==> src/rtl/exp2_logic_pipe.sv <==
//==============================================================================
// Module   : exp2_logic_pipe
// Purpose  : Two-stage valid/ready pipeline that applies a mode-selected
//            bitwise operator, counts result ones and counts all-ones results.
// Revision : 1.0 - initial release
//==============================================================================
`default_nettype none

module exp2_logic_pipe #(
    parameter  int WIDTH  = 8,
    parameter  int CNT_W  = 16,
    localparam int ONES_W = $clog2(WIDTH + 1)
) (
    input  logic              clk,
    input  logic              rst_n,
    input  logic              in_valid,
    output logic              in_ready,
    input  logic [WIDTH-1:0]  a,
    input  logic [WIDTH-1:0]  b,
    input  logic [WIDTH-1:0]  c,
    input  logic [1:0]        mode,
    output logic              out_valid,
    input  logic              out_ready,
    output logic [WIDTH-1:0]  z,
    output logic [ONES_W-1:0] z_ones,
    output logic [CNT_W-1:0]  match_cnt
);

    localparam logic [CNT_W-1:0] c_CNT_MAX = {CNT_W{1'b1}};
    localparam logic [WIDTH-1:0] c_ALL_ONES = {WIDTH{1'b1}};

    logic              r_s1_valid;
    logic [WIDTH-1:0]  r_s1_a;
    logic [WIDTH-1:0]  r_s1_b;
    logic [WIDTH-1:0]  r_s1_c;
    logic [1:0]        r_s1_mode;
    logic              r_s2_valid;
    logic [WIDTH-1:0]  r_z;
    logic [ONES_W-1:0] r_z_ones;
    logic [CNT_W-1:0]  r_match_cnt;

    logic              w_s2_load;
    logic              w_s1_load;
    logic              w_out_xfer;
    logic [WIDTH-1:0]  w_z;
    logic [ONES_W-1:0] w_ones;

    function automatic logic [ONES_W-1:0] f_popcount(input logic [WIDTH-1:0] v);
        logic [ONES_W-1:0] n;
        n = '0;
        for (int i = 0; i < WIDTH; i++) begin
            n = n + ONES_W'(v[i]);
        end
        return n;
    endfunction

    // Ready ripples backward combinationally so a full pipe keeps streaming.
    assign w_out_xfer = r_s2_valid && out_ready;
    assign w_s2_load  = !r_s2_valid || out_ready;
    assign w_s1_load  = !r_s1_valid || w_s2_load;
    assign in_ready   = rst_n && w_s1_load;

    always_comb begin
        w_z = '0;
        case (r_s1_mode)
            2'b00:   w_z = r_s1_a & (r_s1_b | r_s1_c);
            2'b01:   w_z = r_s1_a | (r_s1_b & r_s1_c);
            2'b10:   w_z = r_s1_a ^ (r_s1_b | r_s1_c);
            default: w_z = ~(r_s1_a & (r_s1_b | r_s1_c));
        endcase
        w_ones = f_popcount(w_z);
    end

    always_ff @(posedge clk) begin
        if (!rst_n) begin
            r_s1_valid  <= 1'b0;
            r_s1_a      <= '0;
            r_s1_b      <= '0;
            r_s1_c      <= '0;
            r_s1_mode   <= '0;
            r_s2_valid  <= 1'b0;
            r_z         <= '0;
            r_z_ones    <= '0;
            r_match_cnt <= '0;
        end else begin
            if (w_s2_load) begin
                r_s2_valid <= r_s1_valid;
                if (r_s1_valid) begin
                    r_z      <= w_z;
                    r_z_ones <= w_ones;
                end
            end
            if (w_s1_load) begin
                r_s1_valid <= in_valid;
                if (in_valid) begin
                    r_s1_a    <= a;
                    r_s1_b    <= b;
                    r_s1_c    <= c;
                    r_s1_mode <= mode;
                end
            end
            if (w_out_xfer && (r_z == c_ALL_ONES) && (r_match_cnt != c_CNT_MAX)) begin
                r_match_cnt <= r_match_cnt + 1'b1;
            end
        end
    end

    assign out_valid = r_s2_valid;
    assign z         = r_z;
    assign z_ones    = r_z_ones;
    assign match_cnt = r_match_cnt;

endmodule

`default_nettype wire

==> config.mk <==
export PLATFORM = sky130hd
export DESIGN_NAME = exp2_logic_pipe
export DESIGN_NICKNAME = d
export VERILOG_FILES = /design/src/rtl/exp2_logic_pipe.sv
export SDC_FILE = /design/constraint.sdc
export NUM_CORES = 1
export LEC_CHECK = 0
export BUFFER_PORTS_ARGS = -buffer_cell sky130_fd_sc_hd__buf_2
export CORE_ASPECT_RATIO = 1.4
export CORE_UTILIZATION = 50
export CTS_BUF_LIST = sky130_fd_sc_hd__clkbuf_8
export CTS_CLUSTER_DIAMETER = 100
export CTS_CLUSTER_SIZE = 28
export DETAILED_ROUTE_END_ITERATION = 8
export PLACE_DENSITY = 0.74
export RECOVER_POWER = 25
export SLEW_MARGIN = 20
export SYNTH_ARGS = -nofsm -noshare
export SYNTH_HDL_FRONTEND = slang
export SYNTH_SLANG_ARGS = --single-unit
==> constraint.sdc <==
create_clock -name clk -period 4.5 [get_ports clk]
set_input_delay 1.35 -clock clk [delete_from_list [all_inputs] [get_ports clk]]
set_output_delay 1.35 -clock clk [all_outputs]
set_load 0.02 [all_outputs]
**Word level (Yosys, flattened, before mapping)**

Index checks and enable logic that the tools add are counted.

- Register bits after elaboration: 56
- Output and inout port bits: 30
- Input bits: 30

- Reductions and logical operators: 11
- Multiplexer cells: 1
- Bitwise gates (word level): 6
- Add/sub/neg operators: 8
- Eq/ne operators: 4

Operator list:

| cell | count |
|---|---|
| case mux 8 bit (3 select lines) | 1 |
| adder 16 x 1 -> 16 bit, second input constant | 1 |
| adder 4 x 1 -> 4 bit | 4 |
| AND 8 bit | 2 |
| != test 16 bit, second input constant | 1 |
| bitwise OR 8 bit | 2 |
| equality test 8 bit, second input constant | 1 |
| NOT 8 bit | 1 |
| bitwise XOR 8 bit | 1 |
| adder 3 x 1 -> 4 bit | 1 |
| logical AND 1 bit | 4 |
| AND reduction 2 bit | 2 |
| adder 2 x 1 -> 3 bit | 1 |
| adder 1 x 1 -> 2 bit | 1 |
| equality test 2 x 1 -> 1 bit, second input constant | 1 |
| equality test 2 bit, second input constant | 1 |
| logical NOT 1 bit | 2 |
| logical NOT 2 bit | 1 |
| logical OR 1 bit | 2 |

**Depth between registers and ports, before layout**

- Depth after elaboration: 11
- Depth in mapped cells: 17

**Worst setup path after synthesis**

OpenSTA, ideal clock, no wires.

- Kind: flip-flop to flip-flop
- From: register r_s1_mode[0]
- To: register r_z_ones[2] (netlist: z_ones[2])
- Setup time: 114 ps
- Stages on the path, launching flop included: 17
- Arrival: 3729 ps
- Slack: 657 ps
- Buffers on the path: 2
- Cell sequence: dfxtp_1 clkbuf_1 buf_1 mux2i_1 a21oi_1 fa_1 inv_1 fa_1 inv_1 fa_1 inv_1 ha_1 inv_1 fa_1 xnor2_1 mux2i_1 nor2_1

- Cells in the longest elaborated chain, start to end: 9

Ends and longest elaborated chain:

| what | RTL line | text |
|---|---|---|
| start, declared | 36 | `logic [1:0] r_s1_mode;` |
| start signal, assigned | 99 | `r_s1_mode <= mode;` |
| equality test 2 bit, or another cell as far along | 65 | `case (r_s1_mode)` |
| case mux 8 bit (3 select lines) (*) | 65 |  |
| adder 1 x 1 -> 2 bit | 52 | `n = n + ONES_W'(v[i]);` |
| adder 2 x 1 -> 3 bit | 52 |  |
| adder 3 x 1 -> 4 bit | 52 |  |
| adder 4 x 1 -> 4 bit (3 in series) | 52 |  |
| adder 4 x 1 -> 4 bit (*) | 52 |  |
| end signal, assigned | 90 | `r_z_ones <= w_ones;` |
| end, declared | 39 | `logic [ONES_W-1:0] r_z_ones;` |

Every way passes the cells marked *; elsewhere a longest branch is shown, timed or not.
A chain may end at the register's enable or synchronous reset.

**Worst setup path after layout**

- From: register r_s1_c[0]
- To: register r_z_ones[2] (netlist: z_ones[2])

- Cells in the longest elaborated chain, start to end: 11

Ends and longest elaborated chain:

| what | RTL line | text |
|---|---|---|
| start, declared | 35 | `logic [WIDTH-1:0] r_s1_c;` |
| start signal, assigned | 79 | `r_s1_c <= '0;` |
| start signal, assigned | 98 | `r_s1_c <= c;` |
| bitwise OR 8 bit | 66, 68, 69 |  |
| AND 8 bit | 66, 69 |  |
| NOT 8 bit | 69 | `default: w_z = ~(r_s1_a & (r_s1_b \| r_s1_c));` |
| case mux 8 bit (3 select lines) (*) | 65 |  |
| adder 1 x 1 -> 2 bit (*) | 52 |  |
| adder 2 x 1 -> 3 bit (*) | 52 |  |
| adder 3 x 1 -> 4 bit (*) | 52 |  |
| adder 4 x 1 -> 4 bit (*) (4 in series) | 52 |  |

Marks and branches as above.

==> summary.md <==
| Metric | Value |
|---|---|
| Chip Height | `approximately 91 µm` |
| Via count | `between 2000 and 3000` |
| Synthesized instance count | `around 360` |
| Final Cycle Share | `a little under nine tenths` |
| Result of the run | `completed` |
| Type of the most critical hold path | `flop to flop` |
| Post-detail-place hpwl | `about 4300 µm` |
| Fin worst setup slack | `0.635 ns` |
| Placed insts | `462` |
| CTS H-tree depth | `2` |
| Root cell of the clock tree | `sky130_fd_sc_hd__clkbuf_8` |
| Number of pins exceeding their max-slew limit in the final report | `0` |
| Final Non-Filler Cells | `470` |
| Setup slack at placement | `0.636 ns` |
| Worst-case vdd ir drop | `between 150 and 200 µV` |
| Synth Warn # | `0` |
| Number of buffers inserted by post-CTS setup repair | `0` |
| Largest net degree at the start of global routing | `27` |
| TritonCTS clock tree | `built` |
| Vias in the first global route | `approximately 2400` |
| Share of the core filled with cells | `approximately 58%` |
| Setup TNS | `0 ns` |
| RSZ-0062 raised after global routing | `no` |
| Hold EP | `r_s1_b[7]$_SDFFE_PN0P_` |
| Element type at the critical path start | `flop` |
| Power per cell area | `between 300 and 400 nW/µm²` |
| Fmax | `between 200 and 300 MHz` |
| Share of flip-flops with an asynchronous set or reset after synthesis | `0%` |
| Count of hold-fix buffers inserted at cts | `0` |
| Reg2reg path depth | `17` |
| Synth cell types | `35` |
| Effective utilization at floorplan | `between 50% and 60%` |
| FF-to-FF Start | `r_s1_c[0]$_SDFFE_PN0P_` |
| Die footprint | `~6000 µm²` |
| Count of nets left with antenna violations after detail routing | `0` |
| Flip-flop and latch count after synthesis | `56` |
| First-pass iteration count of the detailed router | `4` |
| Final hold viol count | `0` |
| Fraction of layout cells with a size suffix above 1 | `about 16%` |
| Drc violations | `0` |
| Leakage power | `between 0.001 and 0.0015 µW` |
| TritonCTS Buffers | `5` |
| Die width | `65.7 µm` |
| Buffers added on ports | `59` |
| Number of instances resized during post-cts repair | `0` |
| Via/cell ratio | `about 5.6` |
| Worst R2R Setup Slack | `roughly 0.63 ns` |
| Sink count of the clock tree | `56` |
| Core box area | `5490 µm²` |
| Worst hold path stage count | `2` |
| Met3 Wirelength | `around 220 µm` |
| P&R area growth vs syn | `12.8%` |
| Tot GR Track Use | `between 20% and 30%` |
| Worst hold margin | `0.472 ns` |
| Floorplan row count | `32` |
| Startpoint of the worst hold path | `r_s1_b[7]$_SDFFE_PN0P_` |
| Stage delay of the slowest cell on the critical path | `~0.57 ns` |
| Number of setup violations in the final report | `0` |
| Final routed wirelength across all metal layers | `approximately 5700 µm` |
| Fraction of the yosys area taken by sequential cells | `between 30% and 40%` |
| Total grt overflow | `0` |
| Most used cell, CP | `sky130_fd_sc_hd__inv_1` |
| Cell with the largest stage delay on the worst path | `sky130_fd_sc_hd__fa_1` |
| Prevailing post-synth register cell | `sky130_fd_sc_hd__dfxtp_1` |
| Net Count, Synth | `around 400` |
| Routed met1 length | `2500 µm` |
| N_diodes | `0` |
| Top-level I/O count | `60` |
| Routed len/inst | `12.2 µm` |
| Worst rel slew slack | `around a third` |
| Highest net fanout along the worst path | `3` |
| Critical path type | `flop to flop` |
| DRT iter0 DRCs | `88` |
| Post-synthesis instance area | `approximately 2800 µm²` |
| Average footprint of a synthesized cell | `between 7 and 8 µm²` |
| Number of filler instances in the final layout | `between 500 and 600` |
| Highest routed layer | `met4` |
| Setup Skew | `around 0.0039 ns` |
| Source-to-sink clock delay at the later pin of the worst-skew pair | `approximately 0.3 ns` |
| Maximum Capacitance Violations | `0` |
| Buffer depth of the longest clock path | `2` |
| Data arrival time of the critical path | `~4.1 ns` |
| Wire length of the first global-routing pass | `about 10000 µm` |
| Minimum clock period | `3.87 ns` |
| Antenna violations before repair | `0` |
| Fin nets | `447` |
| Capture instance of the worst register-to-register path | `z_ones[2]$_SDFFE_PN0P_` |
| Length of routed met2 wiring | `around 2900 µm` |
| Clock-pin transition on the worst setup and hold timing paths | `approximately 0.090 ns` |
| Transition at the pin with the smallest max-transition slack | `between 1 and 1.5 ns` |
| Worst endpoint required time | `roughly 4.7 ns` |
| Number of flops mapped to enable cells by yosys | `0` |
| Gp weighted congestion | `approximately 0.8` |
| Cell Chain, Critical Path | `or2_2, ha_1, inv_1, mux2i_1, a21oi_1, fa_1, inv_1, fa_1, inv_1, fa_1, inv_1, ha_1, inv_1, fa_1, xnor2_1, mux2i_1, nor2_1` |
| CP Capture Type | `flop` |
[layer usage]
metal / track usage [%] / vias to the layer above
met5: 0 / -
met4: 6.34 / 0
met3: 3.89 / 6
met2: 38.4 / 57
met1: 22.2 / 1224
li1: - / 1348
[cell usage in the layout, fill, tap and decap left out]
cell / count
sky130_fd_sc_hd__nand2b_1: 3
sky130_fd_sc_hd__nand3_2: 1
sky130_fd_sc_hd__and4_1: 1
sky130_fd_sc_hd__and2_1: 2
sky130_fd_sc_hd__a21o_1: 1
sky130_fd_sc_hd__nand3_1: 7
sky130_fd_sc_hd__dfxtp_1: 56
sky130_fd_sc_hd__or3b_2: 1
sky130_fd_sc_hd__ha_1: 12
sky130_fd_sc_hd__or2_2: 8
sky130_fd_sc_hd__or3_1: 3
sky130_fd_sc_hd__nor4_2: 1
sky130_fd_sc_hd__a21oi_1: 71
sky130_fd_sc_hd__nand2_1: 59
sky130_fd_sc_hd__nor2_1: 14
sky130_fd_sc_hd__o21ai_0: 12
sky130_fd_sc_hd__or3_2: 2
sky130_fd_sc_hd__o31ai_1: 11
sky130_fd_sc_hd__o211ai_1: 1
sky130_fd_sc_hd__buf_4: 3
sky130_fd_sc_hd__or4_1: 10
sky130_fd_sc_hd__xnor2_1: 1
sky130_fd_sc_hd__mux2i_1: 8
sky130_fd_sc_hd__and2_0: 1
sky130_fd_sc_hd__nand3b_1: 1
sky130_fd_sc_hd__nor4_1: 1
sky130_fd_sc_hd__or4_2: 1
sky130_fd_sc_hd__and4_2: 1
sky130_fd_sc_hd__and3_2: 1
sky130_fd_sc_hd__fa_1: 4
sky130_fd_sc_hd__nor4b_1: 1
sky130_fd_sc_hd__clkbuf_8: 6
sky130_fd_sc_hd__nand4_1: 8
sky130_fd_sc_hd__buf_2: 40
sky130_fd_sc_hd__inv_1: 21
sky130_fd_sc_hd__clkbuf_1: 19
sky130_fd_sc_hd__a211oi_1: 9
[synthesized netlist by cell type (4+ instances only)]
cell type / count / area [µm²]
sky130_fd_sc_hd__a211oi_1: 9 / 67.6
sky130_fd_sc_hd__o31ai_1: 11 / 82.6
sky130_fd_sc_hd__nor2_1: 14 / 52.6
sky130_fd_sc_hd__ha_1: 12 / 150
sky130_fd_sc_hd__nand4_1: 8 / 50.1
sky130_fd_sc_hd__o21ai_0: 12 / 60.1
sky130_fd_sc_hd__fa_1: 4 / 80.1
sky130_fd_sc_hd__inv_1: 19 / 71.3
sky130_fd_sc_hd__or2_2: 8 / 50.1
sky130_fd_sc_hd__nand2_1: 59 / 221
sky130_fd_sc_hd__or4_1: 10 / 75.1
sky130_fd_sc_hd__a21oi_1: 71 / 355
sky130_fd_sc_hd__nand3_1: 7 / 35.0
sky130_fd_sc_hd__dfxtp_1: 56 / 1120
sky130_fd_sc_hd__clkbuf_1: 19 / 71.3
sky130_fd_sc_hd__mux2i_1: 8 / 80.1
[state kept, by name, indices dropped and copies added, names as in the netlist]
register / count
z_ones: 4
r_s1_c: 8
z: 8
r_s1_a: 8
r_s1_valid: 1
out_valid: 1
match_cnt: 16
r_s1_mode: 2
r_s1_b: 8
[per-stage QoR]
stage / cell area, µm² / total power [µW]
finish: 3210 / 987
global placement: 3140 / 722
detailed placement: 3140 / 729
floorplan: 2840 / 678
CTS: 3230 / 1000
global route: 3210 / 1050
[kinds of logic (layout without fill, tap and decap cells)]
logic type,count (synthesis),count (layout),share of synthesized area [%]
AO/OA/AOI/OAI,105,105,20.4
XOR/XNOR,1,1,0.308
adder cells (fa/ha/maj),16,16,8.10
buffers and inverters,43,89,6.47
flip-flops,56,56,39.4
multiplexers,8,8,2.82
AND/OR/NAND/NOR,127,127,22.4
[cell type report]
type	instances	area, µm²	share of cell area [%]
multi-input combinational	257	1540	48.2
timing repair buffer	62	294	9.17
clock buffer	6	82.6	2.58
sequential	56	1120	35.0
clock inverter	2	7.51	0.234
tap	68	85.1	2.65
inverter	19	71.3	2.22
[how the worst max path moves through the flow]
stage	from	to	slack (ns)	cells after the start
2_1_floorplan	r_s1_mode[0]$_SDFFE_PN0P_	z_ones[2]$_SDFFE_PN0P_	0.66	16
3_3_place_gp	r_s1_c[0]$_SDFFE_PN0P_	z_ones[2]$_SDFFE_PN0P_	0.71	17
3_5_place_dp	r_s1_c[0]$_SDFFE_PN0P_	z_ones[2]$_SDFFE_PN0P_	0.64	17
4_1_cts	r_s1_c[0]$_SDFFE_PN0P_	z_ones[2]$_SDFFE_PN0P_	0.62	17
5_1_grt	r_s1_c[0]$_SDFFE_PN0P_	z_ones[2]$_SDFFE_PN0P_	0.34	17
6_report	r_s1_c[0]$_SDFFE_PN0P_	z_ones[2]$_SDFFE_PN0P_	0.63	17
[worst max-delay path, delay by kind of cell (launching register included)]
kind                       cells  cell delay, ns
DFF                            1            0.33
AOI/OAI and AO/OA              1            0.12
and+or+nand+nor                2            0.34
muxes                          2            0.25
adders and majority gates      6            2.31
xor gates and xnor gates       1            0.13
buffers and inverters          5            0.28
[power breakdown]
part	internal (µW)	switching, µW	leakage (µW)
Clock	122	152	0.0000538
Combinational	72.3	103	0.000785
Sequential	518	19.2	0.000458
Power figures use the tool's default switching activity.
